==> config.mk <==
export PLATFORM = sky130hd
export DESIGN_NAME = xbar_slave_arbiter
export DESIGN_NICKNAME = d
export VERILOG_FILES = /design/src/rtl/interface_connection.sv /design/src/rtl/xbar_id_fifo.sv /design/src/rtl/xbar_slave_arbiter.sv
export SDC_FILE = /design/constraint.sdc
export NUM_CORES = 1
export LEC_CHECK = 0
export ABC_AREA = 1
export CORE_AREA = 3 3 159 161
export CTS_BUF_LIST = sky130_fd_sc_hd__clkbuf_8 sky130_fd_sc_hd__clkbuf_16
export CTS_CLUSTER_DIAMETER = 120
export DETAILED_ROUTE_END_ITERATION = 7
export DIE_AREA = 0 0 162 164
export PLACE_DENSITY = 0.65
export RECOVER_POWER = 100
export SYNTH_ARGS = -nofsm -noshare
export SYNTH_HDL_FRONTEND = slang
export SYNTH_HIERARCHICAL = 1
export SYNTH_SLANG_ARGS = --single-unit
==> constraint.sdc <==
create_clock -name clk -period 2.2 [get_ports clk]
set_input_delay 0.33 -clock clk [delete_from_list [all_inputs] [get_ports clk]]
set_output_delay 0.33 -clock clk [all_outputs]
set_load 0.05 [all_outputs]
==> src/rtl/interface_connection.sv <==
// Shared crossbar interface package: bus widths, command and arbiter state encodings.
package interface_connection;

  localparam int ADDR_WIDTH  = 32;
  localparam int DATA_WIDTH  = 32;
  localparam int MAX_MASTERS = 16;

  typedef enum logic {
    CMD_RD = 1'b0,
    CMD_WR = 1'b1
  } cmd_e;

  typedef enum logic {
    IDLE = 1'b0,
    BUSY = 1'b1
  } arb_state_e;

  // Index width for a master ID; a single master still needs one bit.
  function automatic int id_width(input int n);
    return (n > 1) ? $clog2(n) : 1;
  endfunction

endpackage

==> src/rtl/xbar_id_fifo.sv <==
// In-order ID FIFO holding the master index of each outstanding read.
// Same-cycle push and pop are both performed.
module xbar_id_fifo #(
  parameter int WIDTH = 2,
  parameter int DEPTH = 4
) (
  input  logic             clk,
  input  logic             rst,
  input  logic             push,
  input  logic [WIDTH-1:0] push_id,
  input  logic             pop,
  output logic             full,
  output logic             empty,
  output logic [WIDTH-1:0] head
);

  localparam int PW = $clog2(DEPTH);

  logic [DEPTH-1:0][WIDTH-1:0] mem_q, mem_d;
  logic [PW-1:0]               wr_ptr_q, wr_ptr_d;
  logic [PW-1:0]               rd_ptr_q, rd_ptr_d;
  logic [PW:0]                 cnt_q, cnt_d;
  logic                        do_push;
  logic                        do_pop;

  assign full    = (cnt_q == (PW+1)'(DEPTH));
  assign empty   = (cnt_q == '0);
  assign head    = mem_q[rd_ptr_q];
  assign do_pop  = pop & ~empty;
  assign do_push = push & (~full | do_pop);

  // Next-state for storage, pointers and occupancy; pointers wrap on power-of-two depth.
  always_comb begin
    mem_d    = mem_q;
    wr_ptr_d = wr_ptr_q;
    rd_ptr_d = rd_ptr_q;
    cnt_d    = cnt_q;
    if (do_push) begin
      mem_d[wr_ptr_q] = push_id;
      wr_ptr_d        = wr_ptr_q + PW'(1);
    end else begin
      wr_ptr_d = wr_ptr_q;
    end
    if (do_pop) begin
      rd_ptr_d = rd_ptr_q + PW'(1);
    end else begin
      rd_ptr_d = rd_ptr_q;
    end
    case ({do_push, do_pop})
      2'b10:   cnt_d = cnt_q + (PW+1)'(1);
      2'b01:   cnt_d = cnt_q - (PW+1)'(1);
      default: cnt_d = cnt_q;
    endcase
  end

  always_ff @(posedge clk) begin
    if (rst) begin
      mem_q    <= '0;
      wr_ptr_q <= '0;
      rd_ptr_q <= '0;
      cnt_q    <= '0;
    end else begin
      mem_q    <= mem_d;
      wr_ptr_q <= wr_ptr_d;
      rd_ptr_q <= rd_ptr_d;
      cnt_q    <= cnt_d;
    end
  end

endmodule

==> src/rtl/xbar_slave_arbiter.sv <==
// Round-robin arbiter sharing one crossbar slave port, with in-order read response routing.
// Optional XBAR_ARB_PERF_EN adds per-master 16-bit grant counters on port grant_cnt.
module xbar_slave_arbiter
  import interface_connection::*;
#(
  parameter int N_MASTERS  = 4,
  parameter int RD_DEPTH   = 4,
  parameter int ADDR_WIDTH = interface_connection::ADDR_WIDTH,
  parameter int DATA_WIDTH = interface_connection::DATA_WIDTH
) (
  input  logic                                 clk,
  input  logic                                 rst,
  input  logic [N_MASTERS-1:0]                 m_req,
  input  logic [N_MASTERS-1:0][ADDR_WIDTH-1:0] m_addr,
  input  logic [N_MASTERS-1:0]                 m_cmd,
  input  logic [N_MASTERS-1:0][DATA_WIDTH-1:0] m_wdata,
  output logic [N_MASTERS-1:0]                 m_ack,
  output logic [DATA_WIDTH-1:0]                m_rdata,
  output logic [N_MASTERS-1:0]                 m_resp,
  output logic                                 s_req,
  output logic [ADDR_WIDTH-1:0]                s_addr,
  output logic                                 s_cmd,
  output logic [DATA_WIDTH-1:0]                s_wdata,
  input  logic                                 s_ack,
  input  logic [DATA_WIDTH-1:0]                s_rdata,
  input  logic                                 s_resp,
  output logic                                 err
`ifdef XBAR_ARB_PERF_EN
  ,
  output logic [N_MASTERS-1:0][15:0]           grant_cnt
`endif
);

  localparam int IDW = id_width(N_MASTERS);

  arb_state_e               state_q, state_d;
  logic [IDW-1:0]           gnt_id_q, gnt_id_d;
  logic [IDW-1:0]           rr_ptr_q, rr_ptr_d;
  logic                     s_req_q, s_req_d;
  logic [ADDR_WIDTH-1:0]    s_addr_q, s_addr_d;
  logic                     s_cmd_q, s_cmd_d;
  logic [DATA_WIDTH-1:0]    s_wdata_q, s_wdata_d;
  logic                     err_q, err_d;

  logic [N_MASTERS-1:0]     elig;
  logic                     found;
  logic [IDW-1:0]           win;
  logic [IDW-1:0]           cand;
  logic                     xfer;
  logic                     fifo_push, fifo_pop, fifo_full, fifo_empty;
  logic [IDW-1:0]           fifo_head;

  assign xfer      = (state_q == BUSY) & s_ack;
  assign fifo_push = xfer & (s_cmd_q == CMD_RD);
  assign fifo_pop  = s_resp & ~fifo_empty;

  assign m_ack   = (xfer & ~rst)     ? (N_MASTERS'(1'b1) << gnt_id_q)  : '0;
  assign m_resp  = (fifo_pop & ~rst) ? (N_MASTERS'(1'b1) << fifo_head) : '0;
  assign m_rdata = s_rdata;
  assign s_req   = s_req_q;
  assign s_addr  = s_addr_q;
  assign s_cmd   = s_cmd_q;
  assign s_wdata = s_wdata_q;
  assign err     = err_q;

  // Reads are ineligible while the ID FIFO is full; scan starts at rr_ptr and wraps.
  always_comb begin
    elig  = '0;
    found = 1'b0;
    win   = '0;
    cand  = '0;
    for (int i = 0; i < N_MASTERS; i++) begin
      elig[i] = m_req[i] & ~((m_cmd[i] == CMD_RD) & fifo_full);
    end
    for (int k = 0; k < N_MASTERS; k++) begin
      cand = IDW'((int'(rr_ptr_q) + k) % N_MASTERS);
      if (!found && elig[cand]) begin
        found = 1'b1;
        win   = cand;
      end else begin
        found = found;
      end
    end
  end

  always_comb begin
    state_d   = state_q;
    gnt_id_d  = gnt_id_q;
    rr_ptr_d  = rr_ptr_q;
    s_req_d   = s_req_q;
    s_addr_d  = s_addr_q;
    s_cmd_d   = s_cmd_q;
    s_wdata_d = s_wdata_q;
    err_d     = err_q | (s_resp & fifo_empty);
    case (state_q)
      IDLE: begin
        if (found) begin
          state_d   = BUSY;
          gnt_id_d  = win;
          s_req_d   = 1'b1;
          s_addr_d  = m_addr[win];
          s_cmd_d   = m_cmd[win];
          s_wdata_d = m_wdata[win];
        end else begin
          state_d = IDLE;
        end
      end
      BUSY: begin
        if (s_ack) begin
          state_d   = IDLE;
          rr_ptr_d  = (gnt_id_q == IDW'(N_MASTERS - 1)) ? '0 : gnt_id_q + IDW'(1);
          s_req_d   = 1'b0;
          s_addr_d  = '0;
          s_cmd_d   = 1'b0;
          s_wdata_d = '0;
        end else begin
          state_d = BUSY;
        end
      end
      default: begin
        state_d   = IDLE;
        s_req_d   = 1'b0;
        s_addr_d  = '0;
        s_cmd_d   = 1'b0;
        s_wdata_d = '0;
      end
    endcase
  end

`ifdef XBAR_ARB_PERF_EN
  logic [N_MASTERS-1:0][15:0] grant_cnt_q, grant_cnt_d;
  assign grant_cnt = grant_cnt_q;

  // Wrapping per-master grant counters.
  always_comb begin
    for (int i = 0; i < N_MASTERS; i++) begin
      if (m_ack[i]) begin
        grant_cnt_d[i] = grant_cnt_q[i] + 16'd1;
      end else begin
        grant_cnt_d[i] = grant_cnt_q[i];
      end
    end
  end
`endif

  always_ff @(posedge clk) begin
    if (rst) begin
      state_q   <= IDLE;
      gnt_id_q  <= '0;
      rr_ptr_q  <= '0;
      s_req_q   <= 1'b0;
      s_addr_q  <= '0;
      s_cmd_q   <= 1'b0;
      s_wdata_q <= '0;
      err_q     <= 1'b0;
`ifdef XBAR_ARB_PERF_EN
      grant_cnt_q <= '0;
`endif
    end else begin
      state_q   <= state_d;
      gnt_id_q  <= gnt_id_d;
      rr_ptr_q  <= rr_ptr_d;
      s_req_q   <= s_req_d;
      s_addr_q  <= s_addr_d;
      s_cmd_q   <= s_cmd_d;
      s_wdata_q <= s_wdata_d;
      err_q     <= err_d;
`ifdef XBAR_ARB_PERF_EN
      grant_cnt_q <= grant_cnt_d;
`endif
    end
  end

  xbar_id_fifo #(
    .WIDTH (IDW),
    .DEPTH (RD_DEPTH)
  ) u_id_fifo (
    .clk     (clk),
    .rst     (rst),
    .push    (fifo_push),
    .push_id (gnt_id_q),
    .pop     (fifo_pop),
    .full    (fifo_full),
    .empty   (fifo_empty),
    .head    (fifo_head)
  );

endmodule

; After elaboration in Yosys (flattened, before gate mapping)
; Index checks and enable logic that the tools add are counted.
[totals]
wordCells = 126
reg_bits = 87
input_bits = 300
output_inout_bits = 107
[op_classes]
mux = 44
magnitude_cmp = 8
shifts = 2
n_eq_ne = 6
bitwise_logic = 31
reduce_logical = 12
n_addsub = 8
[ops]
columns = cell, count
row1 = $mux 32, 5
row2 = $bmux 32 s2, 2
row3 = $pmux 32 s2, 2
row4 = $lt 2x3->1 const B, 7
row5 = $and 1x1->1, 16
row6 = $mux 1, 14
row7 = $mux 2, 7
row8 = $not 1->1, 13
row9 = $bmux 1 s2, 5
row10 = $add 2x1->2 const B, 4
row11 = $bwmux 8, 1
row12 = $mux 4, 2
row13 = $shl 1x2->4 const A, 2
row14 = $pmux 1 s2, 3
row15 = $pmux 3 s2, 1
row16 = $reduce_and 2->1, 3
row17 = $add 2x2->2 const B, 2
row18 = $bmux 2 s2, 1
row19 = $demux 2 s2, 1
row20 = $eq 2x2->1 const B, 2
row21 = $logic_and 1x1->1, 4
row22 = $ne 2x2->1 const B, 2
row23 = $add 3x1->3 const B, 1
row24 = $eq 3x3->1 const B, 1
row25 = other kinds (7), 10

; Logic depth before layout (Yosys ltp)
; Gate-level depths: netlist of the first run.
[depth]
ltp_word = 20
depth_mapped = 19

; Modules after synthesis
; Netlist of the first run, hierarchy kept.
[modules_own_cells]
columns = mod, area_per_inst_um2, cells_per_inst, seq_area_each_um2, n_inst
row1 = xbar_slave_arbiter, 5317.6, 905, 1441.4, 1
row2 = xbar_id_fifo, 883.3, 133, 300.3, 1

; Worst setup path after synthesis of the first run
; OpenSTA, ideal clock, no wires.
[synth_path]
kind = reg-to-output
startpoint = reg u_id_fifo.rd_ptr_q[0]
endpoint = out m_resp[2]
path_stages_with_launch = 7
arrival_ps = 2025
path_buffers = 0
required_ps = 1870
slack_ps = -155
cell_sequence = dfxtp_1 inv_1 o21ai_0 a21oi_1 a21oi_1 inv_1 nor3_1
[synth_via]
elab_chain_cells = 4
[synth_rtl]
columns = element, line_no
row1 = from (decl), xbar_id_fifo.sv:21  ; logic [PW-1:0] rd_ptr_q, rd_ptr_d;
row2 = from (signal assigned), xbar_id_fifo.sv:65  ; rd_ptr_q <= rd_ptr_d;
row3 = $bmux 2 s2, xbar_id_fifo.sv:28  ; assign head = mem_q[rd_ptr_q];
row4 = $mux 2 (not written as such), xbar_id_fifo.sv:28
row5 = via fifo_head[1], xbar_slave_arbiter.sv:51  ; logic [IDW-1:0] fifo_head;
row6 = $shl 1x2->4, xbar_slave_arbiter.sv:58  ; assign m_resp = (fifo_pop & ~rst) ? (N_MASTERS'(1'b1) << fifo_head) : '0;
row7 = $mux 4, xbar_slave_arbiter.sv:58
row8 = to (decl), xbar_slave_arbiter.sv:19  ; output logic [N_MASTERS-1:0] m_resp,
; The timed path passes the listed nets, and every way through them passes these cells. The select of a mux whose other input is x is not followed.

; Worst setup path after layout of the first run
[layout_path]
startpoint = reg u_id_fifo.cnt_q[0]
endpoint = reg s_wdata_q[20], in the netlist s_wdata[20]
[layout_via]
elab_chain_cells = 20
[layout_rtl]
columns = element, line_no
row1 = from (decl), xbar_id_fifo.sv:22  ; logic [PW:0] cnt_q, cnt_d;
row2 = from (signal assigned), xbar_id_fifo.sv:66  ; cnt_q <= cnt_d;
row3 = $eq 3x3->1 (*), xbar_id_fifo.sv:26  ; assign full = (cnt_q == (PW+1)'(DEPTH));
row4 = via fifo_full, xbar_slave_arbiter.sv:50  ; logic fifo_push, fifo_pop, fifo_full, fifo_empty;
row5 = $and 1x1->1, xbar_slave_arbiter.sv:73  ; elig[i] = m_req[i] & ~((m_cmd[i] == CMD_RD) & fifo_full);
row6 = $not 1->1, xbar_slave_arbiter.sv:73
row7 = $and 1x1->1, xbar_slave_arbiter.sv:73
row8 = $bmux 1 s2, xbar_slave_arbiter.sv:77  ; if (!found && elig[cand]) begin
row9 = $mux 1 (not written as such), xbar_slave_arbiter.sv:77
row10 = $mux 1, xbar_slave_arbiter.sv:77
row11 = [5 not listed], -
row12 = $mux 1, xbar_slave_arbiter.sv:77
row13 = $logic_not 1->1, xbar_slave_arbiter.sv:77
row14 = $logic_and 1x1->1, xbar_slave_arbiter.sv:77
row15 = $mux 2, xbar_slave_arbiter.sv:77
row16 = $bmux 32 s2, xbar_slave_arbiter.sv:103  ; s_wdata_d = m_wdata[win];
row17 = $mux 32 (not written as such), xbar_slave_arbiter.sv:103
row18 = $mux 32, xbar_slave_arbiter.sv:97  ; if (found) begin
row19 = $pmux 32 s2, xbar_slave_arbiter.sv:95  ; case (state_q)
row20 = to (signal assigned), xbar_slave_arbiter.sv:166  ; s_wdata_q <= s_wdata_d;
row21 = to (decl), xbar_slave_arbiter.sv:42  ; logic [DATA_WIDTH-1:0] s_wdata_q, s_wdata_d;
; The timed path passes the listed nets; every way through them passes the cells marked *. The select of a mux whose other input is x is not followed.
; A chain may end at the register's enable or synchronous reset.

==> results.yml, run 1 <==
global_route:
  busiest_layer: "met2"
  grtUsageMet3_pct: 5.62
  use_met2_pct: 36.2
  antenna_found_initial: 2
  grt_max_degree: 44
  overflow: 0
  grt_first_pass_wirelength_um: 41700
  grtUsageMet1_pct: 22.7
  grt_usage_pct: 20.0
  grt_pass1_vias: 7708
floorplanning:
  num_rows: 57
  fp.dieH_um: 164
  io_pins: 407
  start_util_pct: 25.7
  die_area_sq_um: 26600
  coreArea_sq_um: 24100
  die_w_um: 162
layout:
  fillCellCount: 2380
  nets: 1709
  post-route-util_pct: 50.1
  diodes: 0
  final_cells: 1728
  drive_gt1_share_pct: 20.9
  syn2layout_area_growth_pct: 94.7
sta:
  hold_viol_final: 0
  period_needed_ps: 2400
  worstMarginPinSlew_ps: 1010
  fmax_mhz: 417
  timing.slew.headroom_pct: 32.8
  slew_viol_final: 0
  clock_skew_ps: 7.42
  holdWs_ps: 445
  finalCritPeriodShare_pct: 109
  setup_viol: 65
  fin_ws_ps: -196
  grt_setup_unrepaired: "true"
placement:
  io_buffers: 342
  hpwl_um: 20700
  gp_congestion: 0.864
  dp.cells: 1670
logic_synthesis:
  ys_top_cells_by_area: "dfxtp_1 28%, nand2_1 24%, nand3_1 13%"
  syn-cell-area_sq_um: 6200
  synth_enable_flop_cells: 0
  avgSynthCellArea_sq_um: 5.97
  yosysTopAreaCellShare_pct: 28.1
  yosysSeqAreaShare_pct: 28.1
  yosysWarnings: 6
  synth_commonest_cells: "401 x nand2_1, 158 x nand3_1, 100 x inv_1"
  syn_nets: 1348
  synth.most_common_cell: "nand2_1"
  ys_async_sr_fraction_pct: 0
  yosysTopAreaCell: "dfxtp_1"
  synth_cell_types: 35
  ys_ff_latch: 87
  ys.flop_type: "dfxtp_1"
  synthCells: 1038
worst_setup_path:
  worstReg2RegStart: "u_id_fifo/cnt_q[0]"
  cp-startpoint: "u_id_fifo/cnt_q[0]"
  cp_slowest_cell: "dfxtp_2"
  end_kind: "flip-flop"
  cp.arrival_ps: 2630
  path_max_fanout: 8
  r2r-end: "s_wdata[20]"
  r2r_setup_slack_ps: -200
  reg2regPathDepth: 14
  worst_setup_path_start_kind: "flip-flop"
  critPathRequiredTime_ps: 2440
  endpoint: "s_wdata[20]"
  critical-path-max-stage-delay_ps: 330
  path_class: "flip-flop to flip-flop"
  path_cells: "nor3_4 -> nand2_2 -> nand3_2 -> nand2_2 -> o21ai_4 -> nand2_2 -> nand2_4 -> nand3_4 -> buf_6 -> buf_12 -> buf_12 -> or2_0 -> o211ai_1 -> nand2_1"
  worst_path_most_repeated_cell: "nand2_2"
status:
  violations: "negative setup slack"
  status: "finished with violations"
power:
  fin_total_pwr_uw: 9720
  leakage_uw: 0.00550
  power.density_nw_per_um2: 805
  ir_worst_vdd_uv: 358
routing:
  antenna_left: 0
  vias: 8048
  finalWirelength_um: 29900
  viasPerCell: 4.66
  dr.pass1.iters: 6
  wl_per_cell_um: 17.3
  drcViolationCount: 0
  initialDrtViolationCount: 461
clock_tree:
  clk_pin_slew_ps: 70
  cts_max_path_buffers: 2
  clkLatencyLatePin_ps: 340
  root_buffer: "clkbuf_16"
  h-tree-depth: 3
  cts.sinks: 87
  cts_made_buffers: 9
  cts_tree: "built"
flow_run:
  cap_violations: 0
worst_hold_path:
  min_path_type: "flip-flop to flip-flop"
  min-delay-start: "s_addr[30]"
metal layers:
metal,vias to the layer above,share of wire [%]
li1,3997,-
met1,3603,39
met2,376,50
met3,68,7.6
met4,4,3.2
met5,-,0.090
area by class of cell:
cell class              instances  area (sq um)  share of cell area [%]
well taps                     324           405                    3.36
repair buffers                443          5020                    41.6
flip-flops and latches         87          1750                    14.5
multi-input cells             751          4170                    34.5
clock inverters                 6          66.3                   0.549
clock buffers                  10           239                    1.98
inverters                     107           428                    3.54
registers in the layout (all words and copies together) (netlist names):
name,flops
s_addr,32
s_wdata,32
u_id_fifo/mem_q,8
u_id_fifo/cnt_q,3
gnt_id_q,2
rr_ptr_q,2
u_id_fifo/rd_ptr_q,2
u_id_fifo/wr_ptr_q,2
err,1
s_cmd,1
s_req,1
state_q,1
cell usage in the layout (no fill, tap or decap), types with 9 or more instances in the layout:
cell / n
a21oi_1: 15
buf_12: 29
buf_4: 38
buf_6: 13
clkbuf_16: 26
clkdlybuf4s50_1: 265
dfxtp_1: 82
dlygate4sd3_1: 68
inv_1: 96
nand2_1: 352
nand2_2: 40
nand2_4: 16
nand3_1: 109
nand3_2: 51
nand4_1: 27
nor2_1: 28
o211ai_1: 16
o21ai_1: 19
o21ai_2: 9
or2_0: 13
how the worst min path moves through the flow:
| stage | slack [ps] | cells after the start | to |
|---|---|---|---|
| 3_3_place_gp | 440 | 2 | s_wdata[26] |
| 6_report | 440 | 2 | s_addr[30] |
| 4_1_cts | 450 | 2 | s_addr[15] |
| 2_1_floorplan | 400 | 1 | gnt_id_q[1] |
| 3_5_place_dp | 440 | 2 | s_addr[16] |
| 5_1_grt | 470 | 2 | s_addr[14] |
timing repair:
action	in CTS	in global routing
hold buffers	0	0
setup buffers	13	9
pin swaps	2	71
endpoints found under the setup margin	70	73
resized for setup	53	174
cloned	5	18
stage by stage:
step | instance area (sq um) | setup slack [ps] | setup TNS (ps)
floorplan | 6210 | -155 | -460
global route | 12100 | -319 | -18390
CTS | 11000 | -107 | -3220
detailed placement | 10200 | -393 | -22840
finish | 12100 | -196 | -8960
global placement | 10200 | -383 | -21480
cell families after synthesis:
logic type / synth area share, %
and+or+nand+nor: 46.3
adders and majority gates: 2.14
buffers and inverters: 15.5
xor gates and xnor gates: 0.141
DFF: 28.1
AOI/OAI and AO/OA: 7.87
power breakdown:
group          internal (uW)  switching, uW  total (uW)
Clock                    920            706        1630
Sequential              1880            191        2070
Combinational           2630           3390        6020
Total                   5430           4280        9720
worst max-delay path, delay by kind of cell, from the launching register on:
family                 cells  cell delay, ps
and+or+nand+nor            9            1170
AOI/OAI and AO/OA          2             340
buffers and inverters      3             420
DFF                        1             330
No activity file was read; power rests on OpenSTA's default activity.
==> run 2, diff against run 1 <==
--- a/config.mk
+++ b/config.mk
@@ -13,6 +13,7 @@
 export DIE_AREA = 0 0 162 164
 export PLACE_DENSITY = 0.65
 export RECOVER_POWER = 100
+export SETUP_SLACK_MARGIN = 0.4
 export SYNTH_ARGS = -nofsm -noshare
 export SYNTH_HDL_FRONTEND = slang
 export SYNTH_HIERARCHICAL = 1
==> run 2 against run 1 <==
Effect of this change: the flow still finishes with violations (negative setup slack); highest routed layer unchanged; sequential share of layout area up 0.80 points; power is 6.9% lower; first-iteration DRC count shrank 29%; via count fell by 2.3%; maximum frequency grew 1.2%; critical path type unchanged; routed wire length shrank 9.5%.
==> results.yml, run 2 (same netlist as run 1, synthesis figures left out) <==
placement:
  dp.cells: 1672
  io_buffers: 342
  gp_congestion: 0.885
  hpwl_um: 19700
sta:
  fmax_mhz: 422
  hold_viol_final: 0
  setup_viol: 71
  fin_ws_ps: -169
  holdWs_ps: 446
  clock_skew_ps: 7.46
  worstMarginPinSlew_ps: 584
  finalCritPeriodShare_pct: 108
  slew_viol_final: 0
  timing.slew.headroom_pct: 61.2
  period_needed_ps: 2370
  grt_setup_unrepaired: "true"
global_route:
  grt_usage_pct: 19.6
  busiest_layer: "met2"
  antenna_found_initial: 3
  grtUsageMet1_pct: 21.3
  overflow: 0
  grt_first_pass_wirelength_um: 40800
  grt_pass1_vias: 7795
  use_met2_pct: 36.4
  grt_max_degree: 55
  grtUsageMet3_pct: 5.35
power:
  leakage_uw: 0.00540
  fin_total_pwr_uw: 9050
  ir_worst_vdd_uv: 423
  power.density_nw_per_um2: 789
floorplanning:
  die_w_um: 162
  start_util_pct: 25.7
  fp.dieH_um: 164
  coreArea_sq_um: 24100
  io_pins: 407
  num_rows: 57
  die_area_sq_um: 26600
routing:
  viasPerCell: 4.56
  wl_per_cell_um: 15.7
  initialDrtViolationCount: 327
  antenna_left: 0
  vias: 7863
  finalWirelength_um: 27000
  drcViolationCount: 0
  dr.pass1.iters: 5
worst_setup_path:
  end_kind: "flip-flop"
  worst_setup_path_start_kind: "flip-flop"
  path_max_fanout: 54
  path_class: "flip-flop to flip-flop"
  critPathRequiredTime_ps: 2430
  cp.arrival_ps: 2600
clock_tree:
  h-tree-depth: 3
  clk_pin_slew_ps: 70
  cts_tree: "built"
  root_buffer: "clkbuf_16"
  cts_made_buffers: 9
  holdBufCountCts: 0
  clkLatencyLatePin_ps: 350
  cts.sinks: 87
  cts_max_path_buffers: 2
layout:
  final_cells: 1725
  drive_gt1_share_pct: 15.9
  fillCellCount: 2524
  syn2layout_area_growth_pct: 85.0
  nets: 1704
  final_cell_mix: "379 x nand2_1, 267 x clkdlybuf4s50_1, 142 x nand3_1"
  final_common_cell: "nand2_1"
  post-route-util_pct: 47.6
status:
  violations: "negative setup slack"
  status: "finished with violations"
worst_hold_path:
  min_path_type: "flip-flop to flip-flop"
flow_run:
  cap_violations: 0
[run 2: cell count changes in the layout (fill, tap and decap cells not counted), sizes merged, moves of 9 or more]
| cell | delta |
|---|---|
| dlygate4sd2 | +67 |
| clkbuf | -16 |
| dlygate4sd3 | -68 |
| buf | +9 |
[run 2: metal layers]
layer | share of wire [%] | wire length, um
met5 | 0.048 | 13
met4 | 3.1 | 832
met3 | 7.5 | 2020
met2 | 51 | 13700
met1 | 39 | 10400
[run 2: critical path, cell delays in order (launching register included)]
cell,delay (ps)
dfxtp_2,340
nor3_4,310
nand2_2,120
nand3_2,110
nand2_4,70
o21ai_4,190
buf_6,150
nand3_4,90
nand3_4,170
buf_12,260
nand2_2,100
nand3_1,120
nand2_1,60
nand2_1,70
a21oi_1,60
[run 2: cell type report]
cell class | instances | area (sq um) | share of cell area, %
tap | 324 | 405 | 3.53
clock inverter | 5 | 38.8 | 0.338
timing repair buffer | 438 | 4740 | 41.3
clock buffer | 11 | 253 | 2.20
sequential | 87 | 1750 | 15.3
antenna | 2 | 5.00 | 0.0436
inverter | 107 | 428 | 3.73
multi-input combinational | 751 | 3850 | 33.5
[run 2: repair_timing]
action / in CTS / in global routing
buffers inserted: 20 / 3
setup endpoints to repair: 146 / 79
pin swaps: 18 / 10
resized for setup: 171 / 29
cloned: 12 / 0
[run 2: path summary, 6_finish.rpt]
path | start | to | slack, ps | cells past startpoint
worst max-delay path | u_id_fifo/cnt_q[0] | s_wdata[7] | -170 | 14
worst min-delay path | s_wdata[26] | s_wdata[26] | 450 | 2
worst min register to register | s_wdata[26] | s_wdata[26] | 450 | 2
worst max register to register | u_id_fifo/cnt_q[0] | s_wdata[7] | -170 | 14
[run 2: metrics by stage]
step                      instance area (sq um)  TNS [ps]  setup WS, ps
after floorplan                            6370         0          72.9
after global placement                    10300    -18170          -363
after detailed placement                  10300    -22940          -412
after CTS                                 11400     -4520          -115
after global routing                      11500    -18530          -314
final                                     11500     -7730          -169
[run 2: power breakdown]
part / leakage (uW) / switching [uW] / internal [uW]
clock network: 0.000143 / 704 / 839
logic: 0.00453 / 3150 / 2290
registers: 0.000720 / 180 / 1880
